$ cat config.mk
export PLATFORM = sky130hd
export DESIGN_NAME = lsu_mem_master
export DESIGN_NICKNAME = d
export VERILOG_FILES = /design/src/rtl/lsu_mem_master.sv
export SDC_FILE = /design/constraint.sdc
export NUM_CORES = 1
export LEC_CHECK = 0
export BUFFER_PORTS_ARGS = -buffer_cell sky130_fd_sc_hd__buf_2
export CORE_MARGIN = 10
export CORE_UTILIZATION = 40
export DETAILED_ROUTE_END_ITERATION = 16
export PLACE_DENSITY = 0.83
export SETUP_SLACK_MARGIN = 0.5
export SYNTH_ARGS = -nofsm -noshare
export SYNTH_HDL_FRONTEND = slang
export SYNTH_SLANG_ARGS = --single-unit
$ cat constraint.sdc
create_clock -name clk -period 1.9 [get_ports clk]
set_input_delay 0 -clock clk [delete_from_list [all_inputs] [get_ports clk]]
set_output_delay 0 -clock clk [all_outputs]
set_load 0.02 [all_outputs]
$ cat src/rtl/lsu_mem_master.sv
// Load/store initiator: turns core byte-address requests into word-index memory cycles.
// Define LSU_SUBWORD_EN for byte/half loads and stores (read-modify-write); otherwise LW/SW only.
module lsu_mem_master #(
  parameter int DEPTH_LOG2 = 10
) (
  input  logic        clk,
  input  logic        rst,
  input  logic        req_valid,
  output logic        req_ready,
  input  logic        req_we,
  input  logic [2:0]  req_funct3,
  input  logic [31:0] req_addr,
  input  logic [31:0] req_wdata,
  output logic        resp_valid,
  output logic [31:0] resp_rdata,
  output logic        resp_err,
  output logic [31:0] mem_A,
  output logic        mem_WE,
  output logic [31:0] mem_WD,
  input  logic [31:0] mem_RD
);

  localparam int AW = DEPTH_LOG2 + 2;

  typedef enum logic [2:0] {
    S_IDLE  = 3'd0,
    S_LOAD  = 3'd1,
    S_STORE = 3'd2,
    S_RESP  = 3'd3
`ifdef LSU_SUBWORD_EN
    , S_RMW = 3'd4
`endif
  } state_t;

  state_t      state_q;
  logic        ready_q;
  logic        resp_valid_q;
  logic [31:0] resp_rdata_q;
  logic        resp_err_q;
  logic [31:0] mem_a_q;
  logic        mem_we_q;
  logic [31:0] mem_wd_q;

  logic        f3_ok_d;
  logic        align_ok_d;
  logic        range_ok_d;
  logic        fault_d;
  logic [31:0] idx_d;

`ifdef LSU_SUBWORD_EN
  logic [2:0]  funct3_q;
  logic [1:0]  lane_q;
  logic [15:0] wdata_q;

  function automatic logic [31:0] load_extend(input logic [31:0] word,
                                              input logic [2:0]  f3,
                                              input logic [1:0]  lane);
    logic [7:0]  b;
    logic [15:0] h;
    b = word[{lane, 3'b000} +: 8];
    h = lane[1] ? word[31:16] : word[15:0];
    case (f3)
      3'b000:  load_extend = {{24{b[7]}}, b};
      3'b001:  load_extend = {{16{h[15]}}, h};
      3'b100:  load_extend = {24'd0, b};
      3'b101:  load_extend = {16'd0, h};
      default: load_extend = word;
    endcase
  endfunction

  function automatic logic [31:0] store_merge(input logic [31:0] word,
                                              input logic [2:0]  f3,
                                              input logic [1:0]  lane,
                                              input logic [15:0] wd);
    logic [31:0] r;
    r = word;
    if (f3 == 3'b000) begin
      r[{lane, 3'b000} +: 8] = wd[7:0];
    end else if (lane[1]) begin
      r[31:16] = wd;
    end else begin
      r[15:0] = wd;
    end
    store_merge = r;
  endfunction
`endif

  // Accept-time decode: legality, alignment and range of the incoming request.
  always_comb begin
    f3_ok_d    = 1'b0;
    align_ok_d = 1'b1;
`ifdef LSU_SUBWORD_EN
    case (req_funct3)
      3'b000: f3_ok_d = 1'b1;
      3'b001: begin
        f3_ok_d    = 1'b1;
        align_ok_d = ~req_addr[0];
      end
      3'b010: begin
        f3_ok_d    = 1'b1;
        align_ok_d = (req_addr[1:0] == 2'b00);
      end
      3'b100: f3_ok_d = ~req_we;
      3'b101: begin
        f3_ok_d    = ~req_we;
        align_ok_d = ~req_addr[0];
      end
      default: f3_ok_d = 1'b0;
    endcase
`else
    f3_ok_d    = (req_funct3 == 3'b010);
    align_ok_d = (req_addr[1:0] == 2'b00);
`endif
    range_ok_d = ((req_addr >> AW) == 32'd0);
    fault_d    = ~(f3_ok_d & align_ok_d & range_ok_d);
    idx_d      = 32'(req_addr[AW-1:2]);
  end

  always_ff @(posedge clk or negedge rst) begin
    if (!rst) begin
      state_q      <= S_IDLE;
      ready_q      <= 1'b0;
      resp_valid_q <= 1'b0;
      resp_rdata_q <= 32'd0;
      resp_err_q   <= 1'b0;
      mem_a_q      <= 32'd0;
      mem_we_q     <= 1'b0;
      mem_wd_q     <= 32'd0;
`ifdef LSU_SUBWORD_EN
      funct3_q     <= 3'd0;
      lane_q       <= 2'd0;
      wdata_q      <= 16'd0;
`endif
    end else begin
      case (state_q)
        S_IDLE: begin
          if (req_valid && ready_q) begin
            ready_q      <= 1'b0;
            resp_rdata_q <= 32'd0;
            resp_err_q   <= 1'b0;
`ifdef LSU_SUBWORD_EN
            funct3_q     <= req_funct3;
            lane_q       <= req_addr[1:0];
            wdata_q      <= req_wdata[15:0];
`endif
            if (fault_d) begin
              state_q      <= S_RESP;
              resp_valid_q <= 1'b1;
              resp_err_q   <= 1'b1;
            end else if (!req_we) begin
              state_q <= S_LOAD;
              mem_a_q <= idx_d;
`ifdef LSU_SUBWORD_EN
            end else if (req_funct3 != 3'b010) begin
              state_q <= S_RMW;
              mem_a_q <= idx_d;
`endif
            end else begin
              state_q  <= S_STORE;
              mem_a_q  <= idx_d;
              mem_we_q <= 1'b1;
              mem_wd_q <= req_wdata;
            end
          end else begin
            ready_q <= 1'b1;
          end
        end
        S_LOAD: begin
`ifdef LSU_SUBWORD_EN
          resp_rdata_q <= load_extend(mem_RD, funct3_q, lane_q);
`else
          resp_rdata_q <= mem_RD;
`endif
          mem_a_q      <= 32'd0;
          resp_valid_q <= 1'b1;
          state_q      <= S_RESP;
        end
`ifdef LSU_SUBWORD_EN
        // The merged word goes straight into the write-data register for STORE.
        S_RMW: begin
          mem_wd_q <= store_merge(mem_RD, funct3_q, lane_q, wdata_q);
          mem_we_q <= 1'b1;
          state_q  <= S_STORE;
        end
`endif
        S_STORE: begin
          mem_we_q     <= 1'b0;
          mem_wd_q     <= 32'd0;
          mem_a_q      <= 32'd0;
          resp_valid_q <= 1'b1;
          state_q      <= S_RESP;
        end
        S_RESP: begin
          resp_valid_q <= 1'b0;
          ready_q      <= 1'b1;
          state_q      <= S_IDLE;
        end
        default: begin
          ready_q  <= 1'b0;
          mem_we_q <= 1'b0;
          state_q  <= S_IDLE;
        end
      endcase
    end
  end

  assign req_ready  = ready_q;
  assign resp_valid = resp_valid_q;
  assign resp_rdata = resp_rdata_q;
  assign resp_err   = resp_err_q;
  assign mem_A      = mem_a_q;
  assign mem_WE     = mem_we_q;
  assign mem_WD     = mem_wd_q;

endmodule

**Yosys cells after proc, flatten, opt, wreduce, memory -nomap -nowiden**

Index checks and enable logic that the tools add are counted.

- Logic and storage cells: 58
- Bits in registers: 103
- Input bits: 103
- Output and inout bits: 100

- Reduce and logical (&&, ||, !) cells: 16
- Bitwise operators: 3
- Eq/ne operators: 8
- Multiplexer cells: 23

Operators with widths:

| cell | count |
|---|---|
| 2-to-1 mux 32 bit | 6 |
| one-hot mux 32 bit (2 select lines) | 3 |
| logical NOT 32 bit | 1 |
| == test 3 x 2 -> 1 bit, second input constant | 3 |
| != test 2 bit, second input constant | 4 |
| AND reduction 4 bit | 2 |
| 2-to-1 mux 1 bit | 7 |
| one-hot mux 1 bit (3 select lines) | 2 |
| one-hot mux 3 bit (2 select lines) | 1 |
| AND reduction 3 bit | 2 |
| nonzero test 2 bit | 3 |
| 2-to-1 mux 2 bit | 2 |
| AND reduction 2 bit | 2 |
| OR reduction 2 bit | 2 |
| == test 3 x 1 -> 1 bit, second input constant | 1 |
| logical NOT 3 bit | 1 |
| 2-to-1 mux 3 bit | 1 |
| nonzero test 3 bit | 1 |
| AND 1 bit | 2 |
| logical NOT 2 bit | 1 |
| one-hot mux 1 bit (2 select lines) | 1 |
| logical AND 1 bit | 1 |
| NOT 1 bit | 1 |

**Depth between registers and ports, before layout**

Gate-level depths: netlist of the first run.

- Depth after elaboration: 6
- Gate-level depth with buffers: 7
- Depth with buffers taken out: 6

**Worst setup path after synthesis of the first run**

No wires, ideal clock.

- Path type: reg-to-reg
- From: reg state_q[0]
- To: reg resp_rdata_q[0], in the netlist resp_rdata[0]
- Path buffers: 2
- Cell stages (with the launch flop): 8
- Slack: 28 ps
- Arrival time: 1751 ps
- Setup time: 121 ps
- Data required time: 1779 ps
- Clock period less this slack: 1872 ps
- Cell sequence: dfrtp_1 inv_1 ha_1 a21boi_0 nor2b_1 clkbuf_1 clkbuf_1 a22o_1

- Word-level cells in the longest chain between the ends: 3
- Elaborated cells between the ends (all ways): 6
- Classes of those cells: eq/ne: 2; mux: 1; reduce/logical: 3

Ends and longest elaborated chain:

| item | RTL line | source |
|---|---|---|
| from (decl) | 35 | `state_t state_q;` |
| from (signal assigned) | 121 | `state_q <= S_IDLE;` |
| from (signal assigned) | 147 | `state_q <= S_RESP;` |
| from (signal assigned) | 151 | `state_q <= S_LOAD;` |
| == test 3 x 1 -> 1 bit / logical NOT 3 bit (equally long branches) | 135 | `case (state_q)` |
| nonzero test 2 bit (no line) / != test 2 bit (equally long branches) | n/a |  |
| AND reduction 2 bit (no line) | n/a |  |
| to (signal assigned) | 172 | `resp_rdata_q <= mem_RD;` |
| to (decl) | 38 | `logic [31:0] resp_rdata_q;` |

Several ways; a longest one is shown, not always the timed one.
A chain may end at the register's enable or synchronous reset.

**Worst setup path in the final report of the first run**

- From: reg state_q[1]
- To: reg mem_a_q[2], in the netlist mem_A[2]

- Word-level cells in the longest chain between the ends: 4
- Elaborated cells between the ends (all ways): 9
- Classes of those cells: eq/ne: 4; mux: 1; reduce/logical: 4

Ends and longest elaborated chain:

| item | RTL line | source |
|---|---|---|
| == test 3 x 2 -> 1 bit / == test 3 x 1 -> 1 bit (equally long branches) | 135 |  |
| OR reduction 2 bit (no line) | n/a |  |
| nonzero test 2 bit (no line) | n/a |  |
| AND reduction 3 bit (no line) | n/a |  |
| to (signal assigned) | 152 | `mem_a_q <= idx_d;` |
| to (signal assigned) | 160 | `mem_a_q <= idx_d;` |
| to (decl) | 40 | `logic [31:0] mem_a_q;` |

Several ways; a longest one is shown, not always the timed one.

==> results of run 1 <==
-- area by class of cell --
class | instances | area (um2) | area share [%]
flip-flops and latches | 80 | 2000 | 32.9
clock buffers | 11 | 151 | 2.48
inverters | 5 | 18.8 | 0.308
clock inverters | 5 | 87.6 | 1.44
diodes | 1 | 2.50 | 0.0410
repair buffers | 284 | 2060 | 33.7
well taps | 111 | 139 | 2.28
multi-input cells | 216 | 1640 | 26.9
-- per-layer routing --
| layer | up-vias | routed length (um) | global-route usage (%) |
|---|---|---|---|
| met1 | 1656 | 4630 | 18.6 |
| li1 | 1610 | - | - |
| met4 | 0 | 179 | 5.67 |
| met3 | 14 | 1060 | 5.60 |
| met2 | 134 | 6470 | 29.9 |
| met5 | - | 0 | 0 |
-- worst max-delay path, cell delays in order, from the launching register on --
cell and delay (ns):
dfrtp_2 0.45, ha_4 0.17, nand3b_1 0.20, o32ai_4 0.28
buf_12 0.17, mux2_2 0.33
-- registers in the layout, summed over array words and instances (netlist names) --
register    flops
mem_A          10
resp_err        1
resp_rdata     32
state_q         2
resp_valid      1
mem_WE          1
mem_WD         32
req_ready       1
-- Yosys cell counts --
| cell | number | area [um2] |
|---|---|---|
| dfrtp_1 | 80 | 2000 |
| nand2_1 | 38 | 143 |
| a22o_1 | 32 | 280 |
| mux2i_1 | 32 | 320 |
| nand2b_1 | 32 | 200 |
| buf_4 | 22 | 165 |
| clkbuf_1 | 11 | 41.3 |
| nor2b_1 | 11 | 68.8 |
| mux2_2 | 10 | 113 |
| nand3_1 | 6 | 30.0 |
| ha_1 | 5 | 62.6 |
| inv_1 | 5 | 18.8 |
| nor4_1 | 5 | 31.3 |
| nor2_1 | 4 | 15.0 |
| buf_1 | 3 | 11.3 |
| buf_6 | 3 | 33.8 |
| o21ai_0 | 3 | 15.0 |
| a21oi_1 | 2 | 10.0 |
| nor3_1 | 2 | 10.0 |
| o31ai_1 | 2 | 15.0 |
| a21boi_0 | 1 | 7.51 |
| a2bb2oi_1 | 1 | 8.76 |
| and3_1 | 1 | 6.26 |
| conb_1 | 1 | 3.75 |
| nand3b_1 | 1 | 7.51 |
| nand4_2 | 1 | 12.5 |
| nor4_4 | 1 | 21.3 |
| nor4b_2 | 1 | 15.0 |
| o32a_1 | 1 | 10.0 |
| o32ai_4 | 1 | 27.5 |
| or3_2 | 1 | 7.51 |
-- worst max-delay path by stage --
| stage | endpoint | depth (start not counted) |
|---|---|---|
| 2_1_floorplan | mem_WD[0] | 6 |
| 3_3_place_gp | mem_WD[14] | 6 |
| 3_5_place_dp | mem_WD[8] | 6 |
| 4_1_cts | mem_A[2] | 5 |
| 5_1_grt | mem_WD[22] | 8 |
| 6_report | mem_A[2] | 5 |
-- kinds of logic (layout without fill, tap and decap cells) --
logic type / count (synthesis) / after routing / share of synthesized area, %
simple gates: 104 / 104 / 15.3
flops: 80 / 80 / 53.9
buf+inv: 44 / 305 / 7.28
compound gates: 43 / 43 / 10.1
mux: 42 / 42 / 11.7
fa+ha+maj: 5 / 5 / 1.68
other cells: 1 / 23 / 0.101
-- timing repair --
action | CTS | global route
gates resized for setup | 20 | 15
hold buffers | 71 | 0
cloned | 3 | 1
buffers inserted | 11 | 8
pin swaps | 6 | 3
endpoints found under the hold margin | 105 | 0
setup endpoints to repair | 79 | 79
-- per-stage QoR --
step / total power, W / worst slack, ns / hold WS, ns
after CTS: 0.00765 / 0.216 / 0.00472
after global placement: 0.00565 / 0.132 / -0.00991
after global routing: 0.00845 / 0.122 / 0.00530
after detailed placement: 0.00576 / 0.0236 / 0.00427
after floorplan: 0.00466 / 0.120 / -0.296
final: 0.00799 / 0.202 / 0.0130
-- power groups by stage --
| stage | Combinational (W) | Sequential, W | Clock [W] |
|---|---|---|---|
| global placement | 0.00321 | 0.00245 | 0 |
| finish | 0.00407 | 0.00246 | 0.00146 |
| floorplan | 0.00171 | 0.00295 | 0 |
| global route | 0.00437 | 0.00251 | 0.00156 |
| detailed placement | 0.00331 | 0.00245 | 0 |
| CTS | 0.00371 | 0.00245 | 0.00150 |
==> results.cfg, run 1 <==
[grt]
antenna_found_initial = 0
grt_usage_pct = 16.9
grt_pass1_vias = 3613
grt_max_degree = 46
grt_pass1_wl_um = 18300
grt.overflow.total = 0

[sta]
fmax_ghz = 0.589
fin_crit_ns = 1.70
finalCritPeriodShare_pct = 89.4
drv_slew = 0
final.setup_skew_ns = 0.0114
rsz0062_at_grt = yes
tns_ns = 0
setup_viol = 0
final-hold-violation-count = 0

[die]
fp.dieH_um = 116
die_w_um = 116
core_um2 = 9150
dieArea_um2 = 13500
pin_count = 203
num_rows = 35
start_util_pct = 40.6

[placement]
place_congestion = 0.795
placed_area_um2 = 4740
placed_cells = 602
io_buffers = 180
dp_hpwl_um = 7790

[pwr]
clkPwrFrac_pct = 18.3
switching_power_w = 0.00304
p_comb_share_pct = 50.9
ir_drop_mv = 0.693
p_seq_share_pct = 30.8
switching_share_pct = 38.1
leakagePower_nw = 3.10
p_int_w = 0.00495
p_per_area_nw_per_um2 = 1310

[synthesis]
synthDistinctLibCells = 31
syn-cell-area_um2 = 3710
synthCells = 319
ys_ff_latch = 80
ys_seq_area_share_pct = 53.9
syn_area_per_cell_um2 = 11.6
yosysWarnings = 0

[clock_tree]
clk_latency_ns = 0.34
cts_buffer_depth = 2
htreeDepth = 3
cts_tree = done
clkTransAtPathRegs_ns = 0.09
cts-root-buf = clkbuf_8
clock_sinks = 80
cts_buffers = 9

[setup_path]
endpoint_kind = flop
cp_max_fo = 10
crit_type = reg2reg
r2r_slack_ns = 0.20
crit_path_start_kind = flop
reg2reg_depth = 5
reg2reg_to = mem_A[2]
r2r_start = state_q[1]
crit_path_start = state_q[1]
crit_arrival_ns = 1.93
cp.required_ns = 2.13

[final_layout]
final_area_um2 = 6100
area_growth_syn_to_layout_pct = 64.3
final_cell_mix = buf_2, dfrtp_1, dlygate4sd3_1, nand2_1
fin_cells = 713
nFillCells = 643
final_nets = 704
final_common_cell = buf_2
post-route-util_pct = 66.6
drive_gt1_share_pct = 43.9

[worst_hold_path]
hp-start = req_addr[8]
holdCritPathClass = in2reg
hold_depth = 3
min_to = mem_A[6]

[drt]
drt.antenna.violating_nets = 0
drt_wl_total_um = 12300
drc = 0
vias_per_cell = 4.79
drtIter0Drc = 155
dr.pass1.iters = 4
vias = 3414
wl_per_cell_um = 17.3

[job]
cap_violations = 0

[status]
status = completed
(Power assumes the default switching activity.)
==> run 2, diff against run 1 <==
--- a/config.mk
+++ b/config.mk
@@ -5,11 +5,12 @@
 export SDC_FILE = /design/constraint.sdc
 export NUM_CORES = 1
 export LEC_CHECK = 0
+export ABC_AREA = 1
 export BUFFER_PORTS_ARGS = -buffer_cell sky130_fd_sc_hd__buf_2
 export CORE_MARGIN = 10
-export CORE_UTILIZATION = 40
+export CORE_UTILIZATION = 41
 export DETAILED_ROUTE_END_ITERATION = 16
-export PLACE_DENSITY = 0.83
+export PLACE_DENSITY = 0.84
 export SETUP_SLACK_MARGIN = 0.5
 export SYNTH_ARGS = -nofsm -noshare
 export SYNTH_HDL_FRONTEND = slang
==> run 2 against run 1 <==
  * First-iteration DRC count increased by 140%
  * Cell count increased by 14%
  * Register-to-register slack better by 0.03 ns
  * Setup slack improved by 0.029 ns
  * Maximum frequency up 1.7%
  * Final area increased by 2.5%
  * Critical path depth is 5 higher
==> results.cfg, run 2 <==
[placement]
place_congestion = 0.791
placed_cells = 688
dp_hpwl_um = 8220
io_buffers = 180
pre_cts_ws_ns = -0.106

[clock_tree]
clkTransAtPathRegs_ns = 0.08
cts_buffer_depth = 2
cts_buffers = 9
clk_latency_ns = 0.34
htreeDepth = 3
cts_tree = done
cts-root-buf = clkbuf_8
clock_sinks = 80

[drt]
drc = 0
wl_per_cell_um = 17.5
drt.antenna.violating_nets = 0
drt_wl_total_um = 14200
vias = 3954
drtIter0Drc = 370
vias_per_cell = 4.86
dr.pass1.iters = 4

[grt]
gr-max-usage-layer = met2
grt_use_met2_pct = 35.0
antenna_found_initial = 2
grt_usage_pct = 19.3
use_met1_pct = 20.2
grt_max_degree = 43
grt_pass1_wl_um = 20700
grt_pass1_vias = 4026
met3_usage_pct = 6.46
grt.overflow.total = 0

[final_layout]
fin_cells = 814
final_nets = 807
drive_gt1_share_pct = 44.4
final_cell_mix = buf_2, nand2_1, dfrtp_1, dlygate4sd3_1, o21ai_2
multi_input_area_um2 = 1620
seqCellArea_um2 = 2000
final_common_cell = buf_2
nFillCells = 624
area_growth_syn_to_layout_pct = 66.0

[sta]
fmax_ghz = 0.599
fin_crit_ns = 1.67
finalCritPeriodShare_pct = 87.9
setup_viol = 0
rsz0062_at_grt = yes
final-hold-violation-count = 0
slew_headroom_pct = 65.6
worst_slew_pin_slew_ns = 0.516
setup_slack_ns = 0.231
drv_slew = 0
final.setup_skew_ns = 0.00535
holdWs_ns = 0.0403

[synthesis]
synth_edf_count = 0
synthCells = 416
synthDistinctLibCells = 22
yosys.area.top_type_share_pct = 53.2
synthArstFlopShare_pct = 100
syn-cell-area_um2 = 3760
yosysTopAreaCell = dfrtp_1
ys_ff_latch = 80
yosysWarnings = 0
syn_area_per_cell_um2 = 9.05
synthFlopType = dfrtp_1
synthTopCellsByArea = dfrtp_1, nand2_1, o21ai_2
yosysMostFrequentCell = nand2_1
synthTopCellsByCount = nand2_1, dfrtp_1, inv_1, nand3_1, o21ai_0
ys_seq_area_share_pct = 53.2

[pwr]
ir_drop_mv = 0.884
leakagePower_nw = 3.26
p_per_area_nw_per_um2 = 1750
finalPower_w = 0.0109

[die]
pin_count = 203
core_um2 = 8850
start_util_pct = 42.5
die_w_um = 116
num_rows = 34
fp.dieH_um = 116
dieArea_um2 = 13400

[worst_hold_path]
holdCritPathClass = in2reg

[setup_path]
endpoint_kind = flop
crit_arrival_ns = 1.90
crit_buf_inv = 5
cp_max_fo = 5
slowest_stage = dfrtp_1
cp.required_ns = 2.13
crit_family = buffers and inverters
critPathMaxStageDelay_ns = 0.43
crit_path_start_kind = flop
path_cells = inv_2 > ha_4 > inv_4 > a21oi_4 > buf_6 > nor2_4 > buf_12 > buf_4 > nand2_2 > nand2_1
crit_type = reg2reg

[status]
status = completed

[job]
cap_violations = 0
run 2: changes by cell type after synthesis, sizes merged, moves of 6 or more:
cell	delta
o21ai	+73
nand2	+66
inv	+37
nand3	+34
a22o	-32
mux2i	-32
nand2b	-32
nor2	+15
nor2b	-11
mux2	-9
buf	+7
nor4	-6
run 2: cells by family (layout without fill, tap and decap cells):
logic type,after synthesis,after routing,synth area share [%]
buf+inv,86,348,12.5
fa+ha+maj,5,5,1.66
simple gates,165,166,18.2
other cells,1,25,0.0996
compound gates,78,81,14.1
flops,80,80,53.2
mux,1,1,0.299
run 2: what timing repair did:
action	4_1_cts	5_1_grt
cloned	5	4
pin swaps	4	7
setup buffers	12	12
endpoints found under the setup margin	78	79
hold buffers	75	0
endpoints found under the hold margin	112	0
gates resized for setup	24	62
run 2: cell type report:
class	instances	area share, %
Timing Repair inverter	1	0.120
Multi-Input combinational cell	275	25.9
Timing Repair Buffer	290	33.6
Antenna cell	3	0.120
Inverter	42	2.76
Tap cell	108	2.16
Clock inverter	3	1.08
Clock buffer	12	2.16
Sequential cell	80	32.0
run 2: per-layer routing:
layer	up-vias	wire length [um]
li1	1850	-
met1	1882	5190
met2	190	7400
met3	32	1290
met4	0	360
met5	-	0
run 2: worst paths after layout:
path                       slack, ns  depth (start not counted)  startpoint             end
max                             0.23                         10  state_q[1]      state_q[0]
min                             0.04                          5      req_we      state_q[1]
max reg2reg                     0.23                         10  state_q[1]      state_q[0]
min reg2reg                     0.48                          2  mem_WD[20]      mem_WD[20]
max in group asynchronous       1.11                          3         rst        mem_A[6]
min in group asynchronous       0.17                          2         rst  resp_rdata[17]
run 2: report_power, final:
part | switching, W | internal (W)
Sequential | 0.000440 | 0.00247
Clock | 0.000596 | 0.000736
Combinational | 0.00400 | 0.00269
Total | 0.00503 | 0.00589
run 2: worst register-to-register path: stages (launching register included):
cell     delay, ns
dfrtp_1       0.43
inv_2         0.11
ha_4          0.20
inv_4         0.06
a21oi_4       0.21
buf_6         0.15
nor2_4        0.05
buf_12        0.14
buf_4         0.13
nand2_2       0.05
nand2_1       0.05
run 2: per-stage QoR:
stage          TNS (ns)  area [um2]  util [%]
2_1_floorplan         0        3890         -
3_3_place_gp          0        4670      52.8
3_5_place_dp      -1.07        4670      52.8
4_1_cts               0        5880      66.5
5_1_grt               0        6250      70.6
6_report              0        6250      70.6
